--- src/rtl/dm_pkg.sv ---
// Shared types for the debug module system bus access engine.
//   sberror_e   : sticky sberror codes reported to the debugger
//   sba_state_e : transfer state of dm_sba_ctrl
package dm_pkg;

  typedef enum logic [2:0] {
    SbErrNone    = 3'd0,
    SbErrTimeout = 3'd1,
    SbErrBus     = 3'd2,
    SbErrAlign   = 3'd3,
    SbErrSize    = 3'd4
  } sberror_e;

  typedef enum logic [1:0] {
    SbaIdle = 2'd0,
    SbaReq  = 2'd1,
    SbaResp = 2'd2
  } sba_state_e;

endpackage

--- src/rtl/dm_sba_lanes.sv ---
// Byte-lane steering for system bus accesses. Purely combinational.
//   i_offset : byte offset of the access within the bus word
//   i_size   : log2 of access size in bytes
//   i_wdata  : right-justified write data from sbdata
//   i_rdata  : raw bus read data
//   o_be     : byte enables for the access
//   o_wdata  : write data shifted onto its byte lanes
//   o_rdata  : read data right-justified and zero-extended to the access size
module dm_sba_lanes #(
  parameter int BusWidth = 32,
  parameter int LaneBits = $clog2(BusWidth / 8)
) (
  input  logic [LaneBits-1:0]   i_offset,
  input  logic [2:0]            i_size,
  input  logic [BusWidth-1:0]   i_wdata,
  input  logic [BusWidth-1:0]   i_rdata,
  output logic [BusWidth/8-1:0] o_be,
  output logic [BusWidth-1:0]   o_wdata,
  output logic [BusWidth-1:0]   o_rdata
);

  localparam int Bytes = BusWidth / 8;

  logic [Bytes-1:0]    w_mask;
  logic [BusWidth-1:0] w_rshift;
  logic [LaneBits+2:0] w_shamt;

  always_comb begin
    w_mask = '0;
    for (int i = 0; i < Bytes; i++) begin
      w_mask[i] = (i < (1 << i_size));
    end
    w_shamt  = {i_offset, 3'b000};
    o_be     = w_mask << i_offset;
    o_wdata  = i_wdata << w_shamt;
    w_rshift = i_rdata >> w_shamt;
    o_rdata  = '0;
    for (int i = 0; i < Bytes; i++) begin
      if (w_mask[i]) o_rdata[8*i +: 8] = w_rshift[8*i +: 8];
    end
  end

endmodule

--- src/rtl/dm_sba_ctrl.sv ---
// System bus access engine: turns sbaddress/sbdata events into single
// req/gnt/r_valid bus transactions, with lane steering, error detection,
// timeout and address auto-increment.
//   clk_i, rst_i, dmactive_i     : clock, sync reset, debug module active
//   master_*                     : system bus master port
//   sbaddress_*, sbdata_*, sb*_i : sbcs/sbaddress/sbdata events and fields
//   sbaddress_o/_valid_o         : incremented address write-back
//   sbdata_o/_valid_o            : read data write-back
//   sbbusy_o, sbbusyerror_o, sberror_o : status back to sbcs
//
// state   | meaning
// SbaIdle | no transfer; evaluates triggers and start checks
// SbaReq  | master_req_o high, waiting for grant
// SbaResp | granted, waiting for r_valid
module dm_sba_ctrl
  import dm_pkg::*;
#(
  parameter int BusWidth      = 32,
  parameter int AddrWidth     = 32,
  parameter int TimeoutCycles = 1024
) (
  input  logic                  clk_i,
  input  logic                  rst_i,
  input  logic                  dmactive_i,
  output logic                  master_req_o,
  output logic [AddrWidth-1:0]  master_add_o,
  output logic                  master_we_o,
  output logic [BusWidth-1:0]   master_wdata_o,
  output logic [BusWidth/8-1:0] master_be_o,
  input  logic                  master_gnt_i,
  input  logic                  master_r_valid_i,
  input  logic                  master_r_err_i,
  input  logic [BusWidth-1:0]   master_r_rdata_i,
  input  logic [AddrWidth-1:0]  sbaddress_i,
  input  logic                  sbaddress_write_valid_i,
  input  logic                  sbreadonaddr_i,
  input  logic                  sbautoincrement_i,
  input  logic [2:0]            sbaccess_i,
  input  logic                  sbreadondata_i,
  input  logic [BusWidth-1:0]   sbdata_i,
  input  logic                  sbdata_read_valid_i,
  input  logic                  sbdata_write_valid_i,
  input  logic [2:0]            sberror_clear_i,
  input  logic                  sbbusyerror_clear_i,
  output logic [AddrWidth-1:0]  sbaddress_o,
  output logic                  sbaddress_valid_o,
  output logic [BusWidth-1:0]   sbdata_o,
  output logic                  sbdata_valid_o,
  output logic                  sbbusy_o,
  output logic                  sbbusyerror_o,
  output logic [2:0]            sberror_o
);

  localparam int LaneBits = $clog2(BusWidth / 8);
  localparam int TcW      = (TimeoutCycles > 1) ? $clog2(TimeoutCycles + 1) : 1;

  sba_state_e            r_state;
  logic                  r_req;
  logic [AddrWidth-1:0]  r_addr;
  logic                  r_we;
  logic [2:0]            r_size;
  logic [BusWidth-1:0]   r_wdata;
  logic [BusWidth/8-1:0] r_be;
  logic [TcW-1:0]        r_tcnt;
  logic [AddrWidth-1:0]  r_sbaddress;
  logic                  r_sbaddress_valid;
  logic [BusWidth-1:0]   r_sbdata;
  logic                  r_sbdata_valid;
  logic                  r_busy;
  logic                  r_sbbusyerror;
  logic [2:0]            r_sberror;

  logic                  w_rd_evt;
  logic                  w_wr_evt;
  logic                  w_trigger;
  logic                  w_size_bad;
  logic [AddrWidth-1:0]  w_align_mask;
  logic                  w_misaligned;
  logic                  w_dbg_access;
  logic                  w_timeout;
  logic [LaneBits-1:0]   w_offset;
  logic [2:0]            w_size;
  logic [BusWidth/8-1:0] w_be;
  logic [BusWidth-1:0]   w_wdata;
  logic [BusWidth-1:0]   w_rdata;

  assign w_rd_evt     = (sbaddress_write_valid_i && sbreadonaddr_i) ||
                        (sbdata_read_valid_i && sbreadondata_i);
  assign w_wr_evt     = sbdata_write_valid_i;
  assign w_trigger    = (w_rd_evt || w_wr_evt) && (r_sberror == SbErrNone) && !r_sbbusyerror;
  assign w_size_bad   = sbaccess_i > 3'(LaneBits);
  assign w_align_mask = (AddrWidth'(1) << sbaccess_i) - AddrWidth'(1);
  assign w_misaligned = |(sbaddress_i & w_align_mask);
  assign w_dbg_access = sbaddress_write_valid_i || sbdata_write_valid_i || sbdata_read_valid_i;
  // ">=" so that a grant arriving on the terminal cycle still times out in Resp
  assign w_timeout    = (TimeoutCycles != 0) && (r_tcnt >= TcW'(TimeoutCycles - 1));

  // One steering instance: start-of-transfer lanes come from the live
  // sbaddress/sbaccess, response lanes from the latched transfer.
  assign w_offset = (r_state == SbaIdle) ? sbaddress_i[LaneBits-1:0] : r_addr[LaneBits-1:0];
  assign w_size   = (r_state == SbaIdle) ? sbaccess_i : r_size;

  dm_sba_lanes #(
    .BusWidth (BusWidth)
  ) u_lanes (
    .i_offset (w_offset),
    .i_size   (w_size),
    .i_wdata  (sbdata_i),
    .i_rdata  (master_r_rdata_i),
    .o_be     (w_be),
    .o_wdata  (w_wdata),
    .o_rdata  (w_rdata)
  );

  always_ff @(posedge clk_i) begin
    if (rst_i || !dmactive_i) begin
      r_state           <= SbaIdle;
      r_req             <= 1'b0;
      r_addr            <= '0;
      r_we              <= 1'b0;
      r_size            <= '0;
      r_wdata           <= '0;
      r_be              <= '0;
      r_tcnt            <= '0;
      r_sbaddress       <= '0;
      r_sbaddress_valid <= 1'b0;
      r_sbdata          <= '0;
      r_sbdata_valid    <= 1'b0;
      r_busy            <= 1'b0;
      r_sbbusyerror     <= 1'b0;
      r_sberror         <= SbErrNone;
    end else begin
      r_sbdata_valid    <= 1'b0;
      r_sbaddress_valid <= 1'b0;
      // Clears first; any set below overrides them in the same cycle.
      r_sberror <= r_sberror & ~sberror_clear_i;
      if (sbbusyerror_clear_i) r_sbbusyerror <= 1'b0;
      if (r_busy && w_dbg_access) r_sbbusyerror <= 1'b1;

      case (r_state)
        SbaIdle: begin
          r_tcnt <= '0;
          if (w_trigger) begin
            if (w_size_bad) begin
              r_sberror <= SbErrSize;
            end else if (w_misaligned) begin
              r_sberror <= SbErrAlign;
            end else begin
              r_state <= SbaReq;
              r_busy  <= 1'b1;
              r_req   <= 1'b1;
              r_addr  <= sbaddress_i;
              r_size  <= sbaccess_i;
              r_we    <= w_wr_evt;
              r_be    <= w_be;
              r_wdata <= w_wdata;
            end
          end
        end
        SbaReq: begin
          if (master_gnt_i) begin
            r_state <= SbaResp;
            r_req   <= 1'b0;
            r_tcnt  <= r_tcnt + TcW'(1);
          end else if (w_timeout) begin
            r_sberror <= SbErrTimeout;
            r_req     <= 1'b0;
            r_state   <= SbaIdle;
            r_busy    <= 1'b0;
          end else begin
            r_tcnt <= r_tcnt + TcW'(1);
          end
        end
        SbaResp: begin
          if (master_r_valid_i) begin
            r_state <= SbaIdle;
            r_busy  <= 1'b0;
            if (master_r_err_i) begin
              r_sberror <= SbErrBus;
            end else begin
              if (!r_we) begin
                r_sbdata       <= w_rdata;
                r_sbdata_valid <= 1'b1;
              end
              if (sbautoincrement_i) begin
                r_sbaddress       <= r_addr + (AddrWidth'(1) << r_size);
                r_sbaddress_valid <= 1'b1;
              end
            end
          end else if (w_timeout) begin
            r_sberror <= SbErrTimeout;
            r_state   <= SbaIdle;
            r_busy    <= 1'b0;
          end else begin
            r_tcnt <= r_tcnt + TcW'(1);
          end
        end
        default: begin
          r_state <= SbaIdle;
          r_req   <= 1'b0;
          r_busy  <= 1'b0;
        end
      endcase
    end
  end

  assign master_req_o      = r_req;
  assign master_add_o      = r_addr;
  assign master_we_o       = r_we;
  assign master_wdata_o    = r_wdata;
  assign master_be_o       = r_be;
  assign sbaddress_o       = r_sbaddress;
  assign sbaddress_valid_o = r_sbaddress_valid;
  assign sbdata_o          = r_sbdata;
  assign sbdata_valid_o    = r_sbdata_valid;
  assign sbbusy_o          = r_busy;
  assign sbbusyerror_o     = r_sbbusyerror;
  assign sberror_o         = r_sberror;

endmodule

--- config.mk ---
export PLATFORM = sky130hd
export DESIGN_NAME = dm_sba_ctrl
export DESIGN_NICKNAME = d
export VERILOG_FILES = /design/src/rtl/dm_pkg.sv /design/src/rtl/dm_sba_lanes.sv /design/src/rtl/dm_sba_ctrl.sv
export SDC_FILE = /design/constraint.sdc
export NUM_CORES = 1
export LEC_CHECK = 0
export BUFFER_PORTS_ARGS = -buffer_cell sky130_fd_sc_hd__buf_4
export CAP_MARGIN = 15
export CORE_AREA = 8 8 136 138
export CTS_CLUSTER_SIZE = 24
export DETAILED_ROUTE_END_ITERATION = 10
export DIE_AREA = 0 0 144 146
export PLACE_DENSITY = 0.8
export SYNTH_ARGS = -nofsm -noshare
export SYNTH_HDL_FRONTEND = slang
export SYNTH_HIERARCHICAL = 1
export SYNTH_SLANG_ARGS = --single-unit
--- constraint.sdc ---
create_clock -name clk_i -period 2.7 [get_ports clk_i]
set_input_delay 0.135 -clock clk_i [delete_from_list [all_inputs] [get_ports clk_i]]
set_output_delay 0.135 -clock clk_i [all_outputs]
set_load 0.05 [all_outputs]
Yosys cells after proc, flatten, opt, wreduce, memory -nomap -nowiden --
Cells that the tools add are included. Widths: inputs -> output; s select.
Cells by class: bitwise operators 9, shifts and indexed selects 6, add/sub/neg operators 3, magnitude comparators 6, muxes and demuxes 39, equal/unequal tests 8, reductions and logical operators 25
Operators by type and width (number):
- $shl 1x3->32 const A | 3
- $lt 3x32->1 const A | 2
- $mux 11 | 3
- $pmux 11 s3 | 1
- $add 32x32->32 | 1
- $and 32x32->32 | 1
- $lt 1x32->1 const A | 1
- $lt 2x32->1 const A | 1
- $mux 8 | 4
- $reduce_or 32->1 | 1
- $shl 32x5->32 | 1
- $shr 32x5->32 | 1
- $sub 32x2->32 const B | 1
- $mux 3 | 8
- $reduce_and 4->1 | 4
- $mux 2 | 7
- $mux 1 | 12
- $add 11x1->11 const B | 1
- $ge 11x10->1 const B | 1
- $ne 2x2->1 const B | 5
- $pmux 3 s3 | 1
- $not 1->1 | 6
- $pmux 1 s3 | 2
- $pmux 2 s3 | 1
- other kinds (18) | 27
Storage, ports and cells: register bits 157, bits of input ports 115, output and inout port bits 141, logic and storage cells 111

Longest topological paths before layout --
depth in word-level cells 8, mapped depth 13, gate-level depth less buffers 10

Modules after synthesis --
Netlist, hierarchy kept.
Modules (own cells, without submodules):
- dm_sba_ctrl | cells each 914, times used 1, area each 7099.3 µm²
- dm_sba_lanes | cells each 167, times used 1, area each 1239.9 µm²

Worst setup path after synthesis --
OpenSTA, ideal clock, no wires.
path kind flip-flop to flip-flop, start reg r_addr[0], in the netlist master_add_o[0], end reg r_sbaddress[20], in the netlist sbaddress_o[20], cell stages (with the launch flop) 11, setup slack 0.111 ns, arrival time 2.467 ns, setup time 0.122 ns, data required time 2.578 ns, cells stage by stage dfxtp_1 -> ha_1 -> inv_1 -> fa_1 -> nand2b_1 -> a21oi_1 -> o22ai_1 -> clkbuf_1 -> nor3_1 -> xnor2_1 -> a21oi_1
On the way: word-level cells in the longest chain between the ends 1
RTL lines:
- start: declaration | RTL line dm_sba_ctrl.sv:59 | logic [AddrWidth-1:0] r_addr;
- start signal: assignment | RTL line dm_sba_ctrl.sv:152 | r_addr <= sbaddress_i;
- $add 32x32->32 | RTL line dm_sba_ctrl.sv:186 | r_sbaddress <= r_addr + (AddrWidth'(1) << r_size);
- end signal: assignment | RTL line dm_sba_ctrl.sv:186
- end: declaration | RTL line dm_sba_ctrl.sv:65 | logic [AddrWidth-1:0] r_sbaddress;
No other way between the ends. A chain may end at the register's enable or synchronous reset.

Worst setup path after layout --
start reg r_size[2], end reg r_sbaddress[24], in the netlist sbaddress_o[24]
On the way: word-level cells in the longest chain between the ends 2
RTL lines:
- start: declaration | RTL line dm_sba_ctrl.sv:61 | logic [2:0] r_size;
- start signal: assignment | RTL line dm_sba_ctrl.sv:153 | r_size <= sbaccess_i;
- $shl 1x3->32 | RTL line dm_sba_ctrl.sv:186
- $add 32x32->32 | RTL line dm_sba_ctrl.sv:186
No other way between the ends.

==> parameters.txt <==
Parameter                              Value

Synth
  Library cell occupying the most area in the post-synthesis netlist ... sky130_fd_sc_hd__dfxtp_1
  Number of synthesized register bits ... 157
  Cell Area, Synth ... 0.008339 mm2
  Sequential cell area fraction in the yosys report ... 37.69%
  Post-synthesis area per instance ... 7.714 um2
  Area contributors post-synth ... sky130_fd_sc_hd__dfxtp_1, sky130_fd_sc_hd__nand2_1, sky130_fd_sc_hd__a21oi_1, sky130_fd_sc_hd__o21ai_0, sky130_fd_sc_hd__mux2i_1
  Leading register cell type out of synthesis ... sky130_fd_sc_hd__dfxtp_1
  Synth top area share ... 37.69%
  Number of instances in the synthesized netlist ... 1,081
  Number of synthesized flops with an enable pin ... 0
  Synth unique cells ... 60
  Share of async-settable or async-resettable flops after synthesis ... 0%
  Yosys warnings ... 6
  Synth Net Count ... 1,213

Floorplanning
  Initial Util ... 51.19%
  Floorplan core area ... 0.01629 mm2
  IO Pins ... ~260
  Area of the die ... 0.02102 mm2
  Row Count ... 47
  Horizontal die dimension ... roughly 140 um
  Die height ... roughly 150 um

Drt
  Via density ... 5.606
  Number of antenna-violating nets in the routed design ... 0
  Wire length per cell after detailed routing ... 18.05 um
  Count of routing violations after the opening detailed-route iteration ... 816
  Vias after detailed routing ... 8,847
  Number of iterations in the first detailed-routing pass ... 6
  Routed Wire Length ... 28.48 mm
  Final routed DRC violation total ... 0

Setup path
  Slowest cell on the critical path ... sky130_fd_sc_hd__fa_1
  Endpoint of the worst-slack reg-to-reg timing path ... sbaddress_o[24]
  Critical path destination ... sbaddress_o[24]
  Signal arrival time at the worst endpoint ... between 2000 and 3000 ps
  Launching element type of the critical path ... flip-flop
  Register-to-Register Path Depth ... 11
  Maximum fanout count along the critical path ... 11
  CP cell instances ... nor3_1, ha_1, inv_1, fa_1, nand2b_1, a21oi_2, o22ai_1, buf_4, nor3b_1, xnor2_1, o21ai_0
  Longest individual stage delay on the worst path ... 370 ps
  Category of the most critical setup path ... reg2reg
  Critical path launch point ... r_size[2]
  R2r setup slk ... 150 ps
  Crit Reg-Reg Startpoint ... r_size[2]
  Required arrival time at the worst endpoint ... about 3000 ps
  Category of the worst setup path capture point ... flip-flop

CTS
  Clock tree from TritonCTS ... done
  CTS root buf ... sky130_fd_sc_hd__clkbuf_16
  TritonCTS buffer count ... 17
  Number of sinks driven by the clock tree ... between 150 and 200
  H-tree Lvls ... 4
  Clock latency at the later pin of the worst-skew pair ... between 400 and 500 ps
  Clk buf depth ... 2
  CTS clock-pin slew for the worst setup and hold paths ... 70 ps

Global routing
  First-pass GRT wire length ... 44.59 mm
  Pin count of the biggest net entering global routing ... 38
  Met3 global-route usage ... 8.465%
  Overall global routing resource usage ... 26.41%
  Routing usage on met1 ... about a third
  GR Util met2 ... 41.89%
  Overflow left after global routing ... 0
  Via count of the first global-routing pass ... between 8,000 and 9,000
  Antenna violations before repair ... 1
  Busiest metal layer after global routing ... met2

STA
  Tmin final ... 2553 ps
  Max transition margin ... 44.13%
  Fin Clk Skew ... 9.889 ps
  Count of pins over their slew limit ... 0
  PnR worst setup slack ... 146.7 ps
  Total Negative Setup Slacks ... 0 ps
  Timing-limited maximum frequency ... 391.7 MHz
  Transition time at the pin with the least slew margin ... 836.3 ps
  Final setup fails ... 0
  Final period util ... approximately 95%
  Unrepaired setup endpoints after global routing ... false
  Fin. Hold Viols ... 0

Finish
  Final standard cell area without fillers ... 0.01141 mm2
  Fillers ... 1,318
  Proportion of layout cells with a drive suffix above 1 ... 25.13%
  Layout overhead on the synthesized area ... 36.79%
  Final standard cell utilization of the core ... 70.03%
  Net total in the final layout ... roughly 1,500

Power and ir drop
  Pwr dens ... 488.2 mW/mm2
  Power dissipated by switching net loads ... 1333 uW
  Share of total power in combinational logic ... 10.5%
  Cell-internal power ... 4237 uW
  Worst VDD drop ... 0.4314 mV
  Leak ... 0.004536 uW
  Share of power burned in registers ... 41.9%
  Switching Share ... a little under a quarter
  Part of the power in the clock network ... 47.6%

Placement
  Detailed placement HPWL ... between 20 and 25 mm
  Total cell area at the placement stage ... between 0.01 and 0.015 mm2
  Weighted congestion at the end of routability-driven global placement ... ~0.9
  Pre-CTS setup slack ... 132.7 ps
  Buffers added on ports ... 255

Status
  Result of the run ... completed

Flow run
  Max Cap Violations ... 0

Hold path
  Worst hold-check path type ... in2reg
[repair_timing]
item | CTS | global route
endpoints found under the hold margin | 35 | 0
hold buffers | 35 | 0
setup buffers | 0 | 1
endpoints found under the setup margin | 0 | 11
resized for setup | 0 | 1
[routing by layer]
| metal | share of wire, % | wire [um] |
|---|---|---|
| met1 | 40 | 11480 |
| met2 | 47 | 13290 |
| met3 | 9.9 | 2819 |
| met4 | 3.1 | 893 |
| met5 | 0 | 0 |
[power groups by stage]
stage               clock network (uW)  registers (uW)  logic, uW
global route                      2780            2330        626
global placement                     0            2380        526
floorplan                            0            2410        279
CTS                               2670            2330        576
detailed placement                   0            2380        532
finish                            2650            2330        585
[flip-flops by register name, summed over array words and instances (netlist names), 2 cells and up]
| signal | cells |
|---|---|
| master_add_o | 32 |
| r_tcnt | 11 |
| sberror_o | 3 |
| master_wdata_o | 32 |
| sbdata_o | 32 |
| sbaddress_o | 32 |
| r_state | 2 |
| master_be_o | 4 |
| r_size | 3 |
[placed cells by master, fill, tap and decap left out, types with 19 or more instances in the layout]
cell type                       instances
sky130_fd_sc_hd__dfxtp_1              157
sky130_fd_sc_hd__a211oi_1              31
sky130_fd_sc_hd__a21oi_1              162
sky130_fd_sc_hd__nand2_1              265
sky130_fd_sc_hd__dlygate4sd3_1         35
sky130_fd_sc_hd__o21ai_0               53
sky130_fd_sc_hd__nand3_1               19
sky130_fd_sc_hd__and2_1                20
sky130_fd_sc_hd__mux2i_1               24
sky130_fd_sc_hd__inv_1                 21
sky130_fd_sc_hd__nand2b_1              20
sky130_fd_sc_hd__buf_4                277
sky130_fd_sc_hd__nor2_1                50
sky130_fd_sc_hd__nor2b_1               22
[final cells by class]
class	count	area, um2	share of cell area (%)
clock inverters	12	181.4	1.590
repair buffers	316	2510	22.00
diodes	1	2.502	0.02194
inverters	21	78.83	0.6910
well taps	220	275.3	2.413
clock buffers	20	466.7	4.091
multi-input cells	831	4750	41.64
flip-flops and latches	157	3143	27.55
[kinds of logic after synthesis]
family	share of synthesized area (%)
simple gates	24.88
compound gates	20.83
flops	37.69
buf+inv	5.761
mux	5.581
xor+xnor	2.626
fa+ha+maj	2.641
[Yosys cell counts (2+ instances only)]
library cell and n:
sky130_fd_sc_hd__buf_2 9, sky130_fd_sc_hd__a41o_1 2, sky130_fd_sc_hd__and2_1 21, sky130_fd_sc_hd__xor2_1 12
sky130_fd_sc_hd__o31ai_1 4, sky130_fd_sc_hd__nand2b_1 21, sky130_fd_sc_hd__o41ai_1 2, sky130_fd_sc_hd__o22ai_1 2
sky130_fd_sc_hd__nand3_1 19, sky130_fd_sc_hd__a21oi_1 163, sky130_fd_sc_hd__mux2_2 4, sky130_fd_sc_hd__or3_1 3
sky130_fd_sc_hd__or2_2 2, sky130_fd_sc_hd__xnor2_1 13, sky130_fd_sc_hd__a41oi_1 3, sky130_fd_sc_hd__dfxtp_1 157
sky130_fd_sc_hd__nor3_1 15, sky130_fd_sc_hd__nand2_1 266, sky130_fd_sc_hd__o2111ai_1 5, sky130_fd_sc_hd__buf_6 13
sky130_fd_sc_hd__and3_1 5, sky130_fd_sc_hd__nor2b_1 23, sky130_fd_sc_hd__nor3b_1 4, sky130_fd_sc_hd__o221ai_1 2
sky130_fd_sc_hd__a211oi_1 31, sky130_fd_sc_hd__nor2_1 50, sky130_fd_sc_hd__ha_1 16, sky130_fd_sc_hd__mux4_2 8
sky130_fd_sc_hd__a21o_1 5, sky130_fd_sc_hd__clkbuf_1 44, sky130_fd_sc_hd__and3b_1 3, sky130_fd_sc_hd__nor4_1 4
sky130_fd_sc_hd__o211ai_1 5, sky130_fd_sc_hd__nand4_1 12, sky130_fd_sc_hd__a31oi_1 3, sky130_fd_sc_hd__a22oi_1 3
sky130_fd_sc_hd__buf_4 6, sky130_fd_sc_hd__inv_1 21, sky130_fd_sc_hd__a311oi_1 2, sky130_fd_sc_hd__nand3b_1 2
sky130_fd_sc_hd__o21ai_0 54, sky130_fd_sc_hd__mux2i_1 24
[how the worst min path moves through the flow]
stage | endpoint | cells past startpoint | from | slack (ps)
after floorplan | r_size[2] | 2 | sbaccess_i[2] | 270
after CTS | r_size[0] | 3 | sbaccess_i[0] | 3
after global placement | master_add_o[28] | 3 | sbaddress_i[28] | 380
final | sbbusyerror_o | 3 | sbdata_read_valid_i | 20
after global routing | sbbusyerror_o | 3 | sbdata_read_valid_i | 20
after detailed placement | master_add_o[28] | 3 | sbaddress_i[28] | 390
[stage by stage]
| stage | instances | total power [uW] | hold WS, ps |
|---|---|---|---|
| final | 1578 | 5569 | 16.86 |
| after global routing | 1578 | 5734 | 18.86 |
| after CTS | 1576 | 5581 | 2.616 |
| after detailed placement | 1509 | 2915 | 390.1 |
| after global placement | 1509 | 2909 | 383.4 |
| after floorplan | 1081 | 2685 | 271.0 |
[worst max-delay path: cells and delay by family (launching register included)]
| family | cells | cell delay [ps] |
|---|---|---|
| AOI/OAI and AO/OA | 3 | 410 |
| xor gates and xnor gates | 1 | 160 |
| adders and majority gates | 2 | 590 |
| buffers and inverters | 2 | 270 |
| DFF | 1 | 310 |
| and+or+nand+nor | 3 | 680 |
Power figures use the tool's default switching activity.
